`config.mk`:
```
export PLATFORM = sky130hd
export DESIGN_NAME = dac_fmt_slew
export DESIGN_NICKNAME = d
export VERILOG_FILES = /design/src/rtl/dac_fmt_slew.sv
export SDC_FILE = /design/constraint.sdc
export NUM_CORES = 1
export LEC_CHECK = 0
export BUFFER_PORTS_ARGS = -buffer_cell sky130_fd_sc_hd__buf_2
export CORE_ASPECT_RATIO = 1.25
export CORE_MARGIN = 5
export CORE_UTILIZATION = 30
export DETAILED_ROUTE_END_ITERATION = 8
export GPL_TIMING_DRIVEN = 0
export PLACE_DENSITY = 0.55
export SETUP_SLACK_MARGIN = 0.02
export SLEW_MARGIN = 40
export SYNTH_ARGS = -nofsm -noshare
export SYNTH_HDL_FRONTEND = slang
export SYNTH_SLANG_ARGS = --single-unit
```
`constraint.sdc`:
```
create_clock -name clk -period 6 [get_ports clk]
set_input_delay 0.6 -clock clk [delete_from_list [all_inputs] [get_ports clk]]
set_output_delay 0.6 -clock clk [all_outputs]
set_load 0.1 [all_outputs]
```
`src/rtl/dac_fmt_slew.sv`:
```
// dac_fmt_slew: per-channel saturate, slew-limit and format stage feeding the DAC pins.
// Pipeline per channel: tgt (capture/clamp) -> cur (slew) -> out/settled (format).
module dac_fmt_slew #(
   parameter int unsigned CH       = 2,
   parameter int unsigned IN_W     = 16,
   parameter int unsigned DAC_W    = 14,
   parameter int unsigned OUT_TWOS = 0
) (
   input  logic                 clk,
   input  logic                 rst_n,
   input  logic                 en_i,
   input  logic [DAC_W-1:0]     slew_max_i,
   input  logic                 in_valid_i,
   input  logic [CH*IN_W-1:0]   in_data_i,
   input  logic                 clr_sat_i,
   output logic [CH*DAC_W-1:0]  out_data_o,
   output logic [CH-1:0]        settled_o,
   output logic [CH-1:0]        sat_flag_o
);

   localparam logic signed [DAC_W-1:0] CODE_MAX = {1'b0, {(DAC_W-1){1'b1}}};
   localparam logic signed [DAC_W-1:0] CODE_MIN = {1'b1, {(DAC_W-1){1'b0}}};
   localparam logic signed [IN_W-1:0]  IN_MAX   = IN_W'(CODE_MAX);
   localparam logic signed [IN_W-1:0]  IN_MIN   = IN_W'(CODE_MIN);
   // Output code for cur = 0 in the selected DAC format.
   localparam logic [DAC_W-1:0]        MID_CODE = (OUT_TWOS != 0) ? {DAC_W{1'b0}}
                                                                  : {1'b1, {(DAC_W-1){1'b0}}};

   genvar c;
   for (c = 0; c < CH; c++) begin : g_ch
      logic signed [IN_W-1:0]  smp_c;
      logic signed [DAC_W-1:0] clamp_c;
      logic                    clip_c;
      logic signed [DAC_W:0]   diff_c;
      logic [DAC_W:0]          mag_c;
      logic signed [DAC_W-1:0] tgt_q, tgt_d;
      logic signed [DAC_W-1:0] cur_q, cur_d;
      logic [DAC_W-1:0]        out_q, out_d;
      logic                    settled_q, settled_d;
      logic                    sat_q, sat_d;

      // Clamp the incoming signed sample into the DAC's signed range.
      always_comb begin
         smp_c   = $signed(in_data_i[c*IN_W +: IN_W]);
         clamp_c = DAC_W'(smp_c);
         clip_c  = 1'b0;
         if (smp_c > IN_MAX) begin
            clamp_c = CODE_MAX;
            clip_c  = 1'b1;
         end else if (smp_c < IN_MIN) begin
            clamp_c = CODE_MIN;
            clip_c  = 1'b1;
         end
      end

      // Target capture and sticky clip flag; a new clip beats a same-cycle clear.
      always_comb begin
         tgt_d = tgt_q;
         sat_d = sat_q;
         if (!en_i) begin
            tgt_d = '0;
         end else if (in_valid_i) begin
            tgt_d = clamp_c;
         end
         if (clr_sat_i) begin
            sat_d = 1'b0;
         end
         if (en_i && in_valid_i && clip_c) begin
            sat_d = 1'b1;
         end
      end

      // Slew limiter: one extra bit keeps tgt - cur exact for any pair of codes.
      always_comb begin
         diff_c = {tgt_q[DAC_W-1], tgt_q} - {cur_q[DAC_W-1], cur_q};
         mag_c  = diff_c[DAC_W] ? $unsigned(-diff_c) : $unsigned(diff_c);
         cur_d  = cur_q;
         if ((slew_max_i == '0) || (mag_c <= {1'b0, slew_max_i})) begin
            cur_d = tgt_q;
         end else if (diff_c[DAC_W]) begin
            cur_d = $signed(cur_q - slew_max_i);
         end else begin
            cur_d = $signed(cur_q + slew_max_i);
         end
      end

      // Output format and settled status, both from the pre-edge cur/tgt.
      always_comb begin
         out_d     = (OUT_TWOS != 0) ? $unsigned(cur_q)
                                     : {~cur_q[DAC_W-1], cur_q[DAC_W-2:0]};
         settled_d = (cur_q == tgt_q);
      end

      // Channel state registers; reset parks the channel at midscale.
      always_ff @(posedge clk or negedge rst_n) begin
         if (!rst_n) begin
            tgt_q     <= '0;
            cur_q     <= '0;
            out_q     <= MID_CODE;
            settled_q <= 1'b1;
            sat_q     <= 1'b0;
         end else begin
            tgt_q     <= tgt_d;
            cur_q     <= cur_d;
            out_q     <= out_d;
            settled_q <= settled_d;
            sat_q     <= sat_d;
         end
      end

      assign out_data_o[c*DAC_W +: DAC_W] = out_q;
      assign settled_o[c]                 = settled_q;
      assign sat_flag_o[c]                = sat_q;
   end

endmodule
```
# After elaboration in Yosys (flattened, before gate mapping)
# Cells that the tools add are included.
[word_totals] elab_cells=58 memories=0 inputBits=51 rom_bits=0 latch_bits=0 register_bits=88 mem_bits_rw=0 output_inout_bits=32
[classes] addsub=8 n_reduce_logical=8 mul=0 n_mux=21 bitwise_logic=2 order_cmp=6 n_eq_ne=3 shifts=0 div=0
[op_table] cell="14-bit 2-to-1 mux" count=12
[op_table] cell="16-bit by 14-bit greater-than comparator with 1-bit output (second input constant)" count=2
[op_table] cell="16-bit by 14-bit less-than comparator with 1-bit output (second input constant)" count=2
[op_table] cell="15-bit by 14-bit less-or-equal comparator with 1-bit output" count=2
[op_table] cell="15-bit 2-to-1 mux" count=2
[op_table] cell="15-bit negator" count=2
[op_table] cell="14-bit by 14-bit subtractor with 15-bit output" count=2
[op_table] cell="14-bit adder" count=2
[op_table] cell="14-bit equality test" count=2
[op_table] cell="14-bit subtractor" count=2
[op_table] cell="14-bit zero test" count=1
[op_table] cell="1-bit 2-to-1 mux" count=7
[op_table] cell="2-bit nonzero test" count=2
[op_table] cell="1-bit logical AND" count=3
[op_table] cell="1-bit logical OR" count=2
[op_table] cell="2-bit by 1-bit inequality test with 1-bit output (second input constant)" count=1
[op_table] cell="1-bit NOT" count=2

# Logic depth before layout (Yosys ltp)
# Gate-level depths: netlist (run 1).
[depth] depth_word=6 depth_mapped=22 ltp_nobuf=21

# Worst setup path before layout (run 1)
# Ideal clock, no wire load.
[synth_path] path_kind="register -> register" startpoint="register g_ch[1].tgt_q[0]" endpoint="register g_ch[1].cur_q[10]" period_less_slack_ns=4.759 setup_time_ns=0.125 path_stages_with_launch=23 n_path_buf=1 t_required_ns=5.875 path_slack_ns=1.241 arrival_time_ns=4.634 cell_sequence="dfrtp_1 > inv_1 > ha_1 > inv_1 > fa_1 > a211oi_2 > o21ai_2 > a2111oi_1 > or3_1 > o2111ai_2 > or3_1 > o21ai_0 > xor2_1 > ha_1 > nand3_1 > or2_2 > nor2_1 > nand4_1 > o211a_1 > o31a_1 > a41oi_4 > buf_12 > mux2_4"
[synth_between] elab_chain_len=6 word_cells_on_any_way=7 classes_between="add/sub (2); order compare (1); mux (3); reduce/logical (1)"
[synth_rtl] item="from (decl)" line_no="36" rtl="logic signed [DAC_W-1:0] tgt_q, tgt_d;"
[synth_rtl] item="from (signal assigned)" line_no="103" rtl="tgt_q <= tgt_d;"
[synth_rtl] item="14-bit by 14-bit subtractor with 15-bit output *" line_no="75" rtl="diff_c = {tgt_q[DAC_W-1], tgt_q} - {cur_q[DAC_W-1], cur_q};"
[synth_rtl] item="15-bit negator" line_no="76" rtl="mag_c = diff_c[DAC_W] ? $unsigned(-diff_c) : $unsigned(diff_c);"
[synth_rtl] item="15-bit 2-to-1 mux" line_no="76"
[synth_rtl] item="15-bit by 14-bit less-or-equal comparator with 1-bit output" line_no="78" rtl="if ((slew_max_i == '0) || (mag_c <= {1'b0, slew_max_i})) begin"
[synth_rtl] item="1-bit logical OR" line_no="78"
[synth_rtl] item="14-bit 2-to-1 mux *" line_no="78"
[synth_rtl] item="net g_ch[1].cur_d[10]" line_no="37" rtl="logic signed [DAC_W-1:0] cur_q, cur_d;"
[synth_rtl] item="to (signal assigned)" line_no="104" rtl="cur_q <= cur_d;"
[synth_rtl] item="to (decl)" line_no="37"
# The timed path passes the listed nets; every way through them passes the cells marked *.
# A chain may end at the register's enable or synchronous reset.

# Worst setup path after layout (run 1)
[layout_path] startpoint="register g_ch[1].tgt_q[0]" endpoint="register g_ch[1].cur_q[11]"
# The elaborated chain is that of the path after synthesis.

==> results of run 1 <==
## synth_stat cells (all sizes together) (2+ instances only)
cell type | number | share of area
a41oi | 2 | 0.0048
nor4 | 8 | 0.0066
o31a | 5 | 0.0058
xor2 | 24 | 0.028
and3 | 11 | 0.0091
or3 | 7 | 0.0065
and4 | 2 | 0.0023
a21boi | 4 | 0.0040
o21a | 19 | 0.019
a21o | 15 | 0.015
ha | 85 | 0.14
o21ai | 53 | 0.036
xnor2 | 67 | 0.078
a2111oi | 3 | 0.0061
nand4 | 10 | 0.0083
nand2 | 62 | 0.031
a211oi | 5 | 0.0063
mux2 | 25 | 0.046
dfrtp | 84 | 0.28
clkbuf | 17 | 0.0084
dfstp | 4 | 0.014
fa | 4 | 0.011
nand4bb | 2 | 0.0058
o211ai | 3 | 0.0030
o2111ai | 4 | 0.0055
a21oi | 40 | 0.026
or2 | 7 | 0.0058
nand2b | 7 | 0.0058
inv | 61 | 0.030
nand3 | 20 | 0.014
o31ai | 4 | 0.0040
nor3 | 21 | 0.016
o22ai | 3 | 0.0025
buf | 6 | 0.0086
nor2 | 95 | 0.048
o221ai | 2 | 0.0023
o21bai | 3 | 0.0030
a31oi | 5 | 0.0041
mux2i | 7 | 0.0093
nor2b | 14 | 0.012
o41a | 3 | 0.0045
and2 | 3 | 0.0025
o41ai | 3 | 0.0060
## registers in the layout, indices dropped and copies added, names as in the netlist
signal and flops:
g_ch.out_q 28, g_ch.settled_q 2, g_ch.cur_q 28, g_ch.tgt_q 28, g_ch.sat_q 2
## area by class of cell
| type | instances | area [um^2] |
|---|---|---|
| repair buffers | 82 | 439 |
| clock buffers | 9 | 225 |
| flip-flops and latches | 88 | 2210 |
| inverters | 61 | 229 |
| fillers | 2725 | 16300 |
| well taps | 335 | 419 |
| plain buffers | 23 | 130 |
| multi-input cells | 672 | 5000 |
| clock inverters | 7 | 73.8 |
## through the flow
stage               hold slack (ps)  setup WS [ps]  std cells
floorplan                       304           1240        844
global placement                402            148       1260
detailed placement              402            103       1261
CTS                             125           90.0       1277
global route                    136           67.2       1277
finish                          124            415       1277
## per-layer routing
| layer | part of all wire | vias up |
|---|---|---|
| met5 | 0 | - |
| met4 | 0.025 | 0 |
| met3 | 0.028 | 27 |
| met2 | 0.53 | 94 |
| met1 | 0.42 | 2933 |
| li1 | - | 3170 |
## layout by cell type, fill, tap and decap left out, types with 4 or more instances in the layout
master	instances
and3_1	11
a31oi_1	5
or3_1	6
xor2_1	24
a21o_1	15
dfrtp_1	84
nor4_1	8
mux2i_1	7
ha_1	85
nand2b_1	7
o31ai_1	4
o31a_1	5
a21oi_1	38
nand2_1	61
o21a_1	19
or2_2	7
dfstp_2	4
clkbuf_16	9
nor2b_1	14
clkbuf_1	16
nor2_1	94
nand3_1	19
fa_1	4
mux2_2	8
xnor2_1	67
buf_2	80
nand4_1	10
buf_4	4
nor3_1	19
mux2_4	17
o21ai_0	50
inv_1	61
a21boi_0	4
## worst paths after layout
check / end / slack [ps] / depth (start not counted)
max: g_ch[1].cur_q[11] / 420 / 21
min in group clk: g_ch[0].out_q[12] / 420 / 0
max in group asynchronous: g_ch[1].out_q[13] / 5250 / 2
min reg2reg: g_ch[0].out_q[12] / 420 / 0
max reg2reg: g_ch[1].cur_q[11] / 420 / 21
min: g_ch[0].tgt_q[3] / 120 / 1
## kinds of logic (layout without fill, tap and decap cells)
logic type / Yosys count / in the layout / share of synthesized area
AND/OR/NAND/NOR: 274 / 274 / 0.178
AO/OA/AOI/OAI: 186 / 186 / 0.171
buffers and inverters: 84 / 182 / 0.0473
adder cells (fa/ha/maj): 89 / 89 / 0.151
flip-flops: 88 / 88 / 0.292
XOR/XNOR: 91 / 91 / 0.105
multiplexers: 32 / 32 / 0.0550
## repair_timing
item	4_1_cts	5_1_grt
resized for setup	0	2
setup endpoints to repair	0	1
hold endpoints to repair	0	0
hold buffers	0	0
==> run metrics, run 1 <==
CTS Buf Count 9; Synth Register Bits 88; post-detail-place hpwl 17,000 um; grt peak-use layer met2; Row Count 65; sequential cell area fraction in the yosys report 0.292; total grt overflow 0; die boundary height roughly 190 um; P&R area growth vs syn 15.4%; CP startpoint g_ch[1].tgt_q[0]; Post-DRT Antenna Nets 0; final setup TNS 0 ps; initial core utilization 0.302; CP cell instances inv_1 -> ha_1 -> inv_1 -> fa_1 -> a211oi_2 -> nor3_1 -> or3_1 -> a21oi_2 -> clkbuf_1 -> o21ai_0 -> xor2_1 -> ha_1 -> nand3_1 -> or2_2 -> nor2_1 -> nand4_1 -> o211a_1 -> o31a_1 -> a41oi_4 -> buf_12 -> mux2_4; syn nets roughly 980; worst-skew pair later-pin latency roughly 350 ps; initial antenna violation count 0; layout cell share with drive strength beyond 1 0.171; grt met2 use 0.273; Hold Crit Class input pin to asynchronous set/reset pin; first-pass GRT wire length roughly 33,000 um; EDFF count, synth 0; Crit-path slowest cell a21oi_2; met3 usage 0.0250; fin crit share 0.931; Worst-Margin Slew 621 ps; Via Count 6,224; Max Slew Vio Count 0; initial DRC count approximately 170; Worst Path Max Fanout 10; max-cap violations 0; Synth Flop Type dfrtp_1; critical path class flip-flop to flip-flop; All-Layer GR Usage 0.145; worst r2r src g_ch[1].tgt_q[0]; Synth Instances ~840; chip width about 150 um; CP delay by family, top compound AO/OA/AOI/OAI gates; average wire per cell in the routed design ~16 um; Req. time, crit path between 6000 and 7000 ps; Setup crit start kind flip-flop; # diodes 0; CTS clk-pin slew, worst paths 70 ps; Area after DPL 8420 um^2; IO Port Bufs 81; met1 GRT Util 0.166; endpoints failing setup 0; largest net degree at the start of global routing 56; drt first pass iters 5; die area approximately 28,000 um^2; CP endpoint kind flip-flop; Fmax achieved 179 MHz; GP Congestion 0.859; Final Hold Viols 0; RSZ-0062 raised after global routing no; # clock sinks 88; io pins 83; Post-CTS Setup Bufs 0; Detailed Route WL slightly above 20,000 um; Worst path max stage delay 460 ps; FFs w/ async S/R, synth 1.00; Core Area ~25,000 um^2; Syn Area/Cell between 8 and 9 um^2; DRC errors left 0; yosys warns 0; Util after Layout 0.348; nets@finish 1,077; outcome completed; drt via density ~4.9; WP data arrival 5810 ps; WP buf/inv 4; vias in the first global route between 6,000 and 7,000; Design Area, Final around 8700 um^2; Syn Std Cell Area around 7600 um^2; Synth cell types 76; Longest Clk Path Bufs 2; post-layout min period between 5000 and 6000 ps; Slew headroom 0.584; Root Driver clkbuf_16; Clock Skew 12.2 ps; H-tree Lvls 3; CTS tree yes
Power of run 1 is left out: the tool's default activity adds up to more than one toggle a clock period on the data nets, which glitch-free logic cannot reach.
==> run 2, diff against run 1 <==
--- a/config.mk
+++ b/config.mk
@@ -9,6 +9,7 @@
 export CORE_ASPECT_RATIO = 1.25
 export CORE_MARGIN = 5
 export CORE_UTILIZATION = 30
+export CTS_BUF_LIST = sky130_fd_sc_hd__clkbuf_4
 export DETAILED_ROUTE_END_ITERATION = 8
 export GPL_TIMING_DRIVEN = 0
 export PLACE_DENSITY = 0.55
==> run metrics, run 2 (synthesis results as in run 1) <==
initial core utilization 0.302 (unchanged); drt via density 4.87 (about the same); Crit-path slowest cell a21oi_2 (unchanged); biggest regs g_ch.cur_q (28), g_ch.out_q (28), g_ch.tgt_q (28) (unchanged); post-layout min period 5570 ps (was 5580 ps); Worst Path Max Fanout 10 (unchanged); P&R area growth vs syn 13.5% (was 15.4%); Clock Skew 34.3 ps (was 12.2 ps); Setup crit start kind flip-flop (unchanged); most frequent cells in the layout 94 x nor2_1, 85 x ha_1, 84 x dfrtp_1, 80 x buf_2, 67 x xnor2_1 (unchanged); Slew headroom 0.584 (about the same); Req. time, crit path 6370 ps (was 6230 ps); endpoints failing setup 0 (unchanged); nets@finish 1,078 (was 1,077); final setup TNS 0 ps (unchanged); Hold Path Depth 2; GP Congestion 0.859 (unchanged); Core Area 25,000 um^2 (unchanged); die area 28,500 um^2 (unchanged); H-tree Lvls 3 (unchanged); CTS Buf Count 9 (unchanged); critical path class flip-flop to flip-flop (unchanged); Root Driver clkbuf_4 (was clkbuf_16); worst r2r path cells 21 (unchanged); Post-DRT Antenna Nets 0 (unchanged); Row Count 65 (unchanged); io pins 83 (unchanged); Detailed Route WL 20,500 um (was 20,400 um); CTS tree yes (unchanged); CTS clk-pin slew, worst paths 160 ps (was 70 ps); average wire per cell in the routed design 16.0 um (about the same); Hold Crit Class input pin to flip-flop (was input pin to asynchronous set/reset pin); WP data arrival 5950 ps (was 5810 ps); Max Slew Vio Count 0 (unchanged); outcome completed (unchanged); chip width 152 um (unchanged); Longest Clk Path Bufs 2 (unchanged); DRC errors left 0 (unchanged); CP endpoint kind flip-flop (unchanged); layout cell share with drive strength beyond 1 0.171 (about the same); first-pass GRT wire length 33,500 um (was 33,400 um); worst-skew pair later-pin latency 500 ps (was 350 ps); initial antenna violation count 1 (was 0); IO Port Bufs 81 (unchanged); Worst path max stage delay 460 ps (about the same); max-cap violations 0 (unchanged); All-Layer GR Usage 0.146 (was 0.145); die boundary height 187 um (unchanged); number of fillers in the final layout 2,746 (was 2,725); vias in the first global route 6,474 (was 6,458); total grt overflow 0 (unchanged); Worst-Margin Slew 622 ps (was 621 ps); Fmax achieved 179 MHz (about the same); largest net degree at the start of global routing 56 (unchanged); post-detail-place hpwl 17,000 um (unchanged); RSZ-0062 raised after global routing no (unchanged); initial DRC count 166 (was 171); Final Hold Viols 0 (unchanged); CP cell instances inv_1 -> ha_1 -> inv_1 -> fa_1 -> a211oi_2 -> nor3_1 -> or3_1 -> a21oi_2 -> clkbuf_1 -> o21ai_0 -> xor2_1 -> ha_1 -> nand3_1 -> or2_2 -> nor2_1 -> nand4_1 -> o211a_1 -> o31a_1 -> a41oi_4 -> buf_12 -> mux2_4 (unchanged); # clock sinks 88 (unchanged); commonest non-fill, non-tap cell in the layout nor2_1 (unchanged); drt first pass iters 5 (unchanged); fin crit share 0.929 (was 0.931); Via Count 6,230 (was 6,224)
==> run 2: final timing paths <==
| kind | start | endpoint | slack (ps) |
|---|---|---|---|
| worst max-delay path | g_ch[1].tgt_q[0] | g_ch[1].cur_q[11] | 430 |
| worst min register to register | g_ch[0].cur_q[12] | g_ch[0].out_q[12] | 440 |
| worst max register to register | g_ch[1].tgt_q[0] | g_ch[1].cur_q[11] | 430 |
| worst min-delay path | clr_sat_i | g_ch[0].sat_q | 310 |
| max in group asynchronous | rst_n | g_ch[1].out_q[13] | 4830 |
| min in group asynchronous | rst_n | g_ch[0].cur_q[7] | 520 |
==> run 2: layer usage <==
layer | wire, um | share of wire | global-route usage | up-vias
li1 | - | - | - | 3163
met1 | 8550 | 0.42 | 0.167 | 2938
met2 | 10800 | 0.52 | 0.274 | 99
met3 | 644 | 0.031 | 0.0250 | 30
met4 | 531 | 0.026 | 0.0460 | 0
met5 | 0 | 0 | 0 | -
==> run 2: critical path, delay by kind of cell (launching register included) <==
| family | cells | cell delay (ps) |
|---|---|---|
| simple gates | 6 | 1230 |
| buf+inv | 4 | 800 |
| compound gates | 6 | 1610 |
| mux | 1 | 300 |
| flops | 1 | 410 |
| fa+ha+maj | 3 | 900 |
| xor+xnor | 1 | 180 |
==> run 2: metrics by stage <==
step	instance area, um^2	hold slack [ps]	util	instances	setup slack [ps]
global route	8580	294	0.343	1279	55.7
detailed placement	8420	402	0.336	1261	103
global placement	8380	402	0.335	1260	148
finish	8580	311	0.343	1279	426
CTS	8570	282	0.342	1278	89.2
floorplan	7560	304	-	844	1240
==> run 2: timing repair <==
item,4_1_cts,5_1_grt
setup buffers,0,0
setup endpoints to repair,0,2
hold buffers,1,0
endpoints found under the hold margin,31,0
resized for setup,0,2
==> run 2: area by class of cell <==
cell class                 count  area [um^2]  area share
multi-input combinational    672         5000       0.583
sequential                    88         2210       0.257
timing repair buffer          83          449      0.0524
tap                          335          419      0.0489
inverter                      61          229      0.0267
buffer                        23          130      0.0152
clock inverter                 7         73.8     0.00860
clock buffer                   9         67.6     0.00788
antenna                        1         2.50    0.000292
Power of run 2 is left out for the same reason.
==> run 3, diff against run 2 <==
--- a/config.mk
+++ b/config.mk
@@ -7,12 +7,10 @@
 export LEC_CHECK = 0
 export BUFFER_PORTS_ARGS = -buffer_cell sky130_fd_sc_hd__buf_2
 export CORE_ASPECT_RATIO = 1.25
-export CORE_MARGIN = 5
 export CORE_UTILIZATION = 30
 export CTS_BUF_LIST = sky130_fd_sc_hd__clkbuf_4
 export DETAILED_ROUTE_END_ITERATION = 8
 export GPL_TIMING_DRIVEN = 0
-export PLACE_DENSITY = 0.55
 export SETUP_SLACK_MARGIN = 0.02
 export SLEW_MARGIN = 40
 export SYNTH_ARGS = -nofsm -noshare
==> run metrics, run 3 (synthesis results as in run 1) <==
Crit-path slowest cell a21oi_2 (unchanged); Slew headroom 0.562 (was 0.584); CTS clk-pin slew, worst paths 150 ps (was 160 ps); H-tree Lvls 3 (unchanged); max-cap violations 0 (unchanged); layout cell share with drive strength beyond 1 0.170 (was 0.171); first-pass GRT wire length 31,900 um (was 33,500 um); CP cell instances inv_1 -> ha_1 -> inv_1 -> fa_1 -> a211o_1 -> a21boi_0 -> o21ai_1 -> a21oi_2 -> clkbuf_1 -> mux2i_1 -> fa_1 -> a21o_1 -> a21oi_1 -> nor2b_1 -> nor4_1 -> o31ai_1 -> o41ai_1 -> xnor2_1 -> mux2_4 (was inv_1 -> ha_1 -> inv_1 -> fa_1 -> a211oi_2 -> nor3_1 -> or3_1 -> a21oi_2 -> clkbuf_1 -> o21ai_0 -> xor2_1 -> ha_1 -> nand3_1 -> or2_2 -> nor2_1 -> nand4_1 -> o211a_1 -> o31a_1 -> a41oi_4 -> buf_12 -> mux2_4); initial antenna violation count 1 (unchanged); die boundary height 179 um (was 187 um); Via Count 6,302 (was 6,230); average wire per cell in the routed design 15.6 um (was 16.0 um); Max Slew Vio Count 0 (unchanged); nets@finish 1,078 (unchanged); io pins 83 (unchanged); worst-skew pair later-pin latency 500 ps (about the same); total grt overflow 0 (unchanged); endpoints failing setup 0 (unchanged); Worst path max stage delay 480 ps (was 460 ps); post-detail-place hpwl 16,300 um (was 17,000 um); die area 25,800 um^2 (was 28,500 um^2); GP Congestion 0.862 (was 0.859); drt via density 4.95 (was 4.87); CTS Buf Count 9 (unchanged); CP endpoint kind flip-flop (unchanged); critical path class flip-flop to flip-flop (unchanged); vias in the first global route 6,249 (was 6,474); initial DRC count 191 (was 166); All-Layer GR Usage 0.160 (was 0.146); Hold Crit Class input pin to flip-flop (unchanged); WP data arrival 6000 ps (was 5950 ps); Util after Layout 0.349 (was 0.343); Req. time, crit path 6400 ps (was 6370 ps); area of the multi-input gates 5000 um^2 (unchanged); chip width 144 um (was 152 um); fin crit share 0.934 (was 0.929); Longest Clk Path Bufs 2 (unchanged); biggest regs g_ch.cur_q (28), g_ch.out_q (28), g_ch.tgt_q (28) (unchanged); Worst-Margin Slew 655 ps (was 622 ps); Post-DRT Antenna Nets 0 (unchanged); Root Driver clkbuf_4 (unchanged); post-layout min period 5600 ps (was 5570 ps); number of fillers in the final layout 2,606 (was 2,746); most frequent cells in the layout 94 x nor2_1, 85 x ha_1, 84 x dfrtp_1, 80 x buf_2, 67 x xnor2_1 (unchanged); Core Area 24,600 um^2 (was 25,000 um^2); Worst Path Max Fanout 10 (unchanged); IO Port Bufs 81 (unchanged); DRC errors left 0 (unchanged); final setup TNS 0 ps (unchanged); initial core utilization 0.307 (was 0.302); Row Count 64 (was 65); drt first pass iters 5 (unchanged); Clock Skew 28.7 ps (was 34.3 ps); Fmax achieved 178 MHz (was 179 MHz); commonest non-fill, non-tap cell in the layout nor2_1 (unchanged); Final Hold Viols 0 (unchanged); Detailed Route WL 19,900 um (was 20,500 um); Setup crit start kind flip-flop (unchanged); RSZ-0062 raised after global routing no (unchanged); outcome completed (unchanged); # clock sinks 88 (unchanged); area taken by flip-flops and latches 2210 um^2 (unchanged); CTS tree yes (unchanged); P&R area growth vs syn 13.4% (was 13.5%); largest net degree at the start of global routing 55 (was 56); Hold Slack 274 ps (was 311 ps)
==> run 3: changes by cell type in the layout (fill, tap and decap cells not counted), sizes merged <==
| cell | previous run | this run |
|---|---|---|
| bufinv | 0 | 1 |
| inv | 64 | 63 |
| clkbuf | 26 | 27 |
| clkinv | 4 | 2 |
| clkinvlp | 0 | 1 |
==> run 3: per-stage QoR <==
stage | area, um^2 | instances | setup slack, ps
after floorplan | 7560 | 844 | 1240
after CTS | 8560 | 1273 | 135
after detailed placement | 8410 | 1256 | 181
after global routing | 8570 | 1274 | 44.7
final | 8570 | 1274 | 395
after global placement | 8380 | 1255 | 217
==> run 3: path summary, 6_finish.rpt <==
kind / startpoint / endpoint / slack [ps] / depth (start not counted)
worst max-delay path: g_ch[0].tgt_q[0] / g_ch[0].cur_q[12] / 400 / 19
worst min-delay path: clr_sat_i / g_ch[0].sat_q / 270 / 2
worst max register to register: g_ch[0].tgt_q[0] / g_ch[0].cur_q[12] / 400 / 19
worst min register to register: g_ch[0].cur_q[9] / g_ch[0].out_q[9] / 430 / 0
max in group asynchronous: rst_n / g_ch[1].settled_q / 4840 / 3
min in group asynchronous: rst_n / g_ch[0].cur_q[3] / 550 / 2
==> run 3: cell type report <==
class                      instances  share of cell area
tap                              330              0.0482
sequential                        88               0.257
clock buffer                      10             0.00876
clock inverter                     6             0.00788
buffer                            23              0.0152
multi-input combinational        672               0.583
inverter                          61              0.0267
antenna                            1            0.000292
timing repair buffer              83              0.0524
==> run 3: per-layer routing <==
metal / vias up / global-route usage / share of wire
met3: 26 / 0.0290 / 0.030
met1: 3011 / 0.186 / 0.43
li1: 3158 / - / -
met5: - / 0 / 0
met4: 0 / 0.0553 / 0.025
met2: 107 / 0.290 / 0.51
==> run 3: repair_timing <==
action                     CTS  global route
gates resized for setup      0             2
hold buffers                 1             0
hold endpoints to repair    31             0
setup endpoints to repair    0             1
setup buffers                0             0
==> run 3: critical path: cells and delay by family (launching register included) <==
kind | cells | cell delay [ps]
and+or+nand+nor | 2 | 440
buffers and inverters | 3 | 620
xor gates and xnor gates | 1 | 110
AOI/OAI and AO/OA | 8 | 2350
muxes | 2 | 500
adders and majority gates | 3 | 1060
DFF | 1 | 420
Power of run 3 is left out for the same reason.
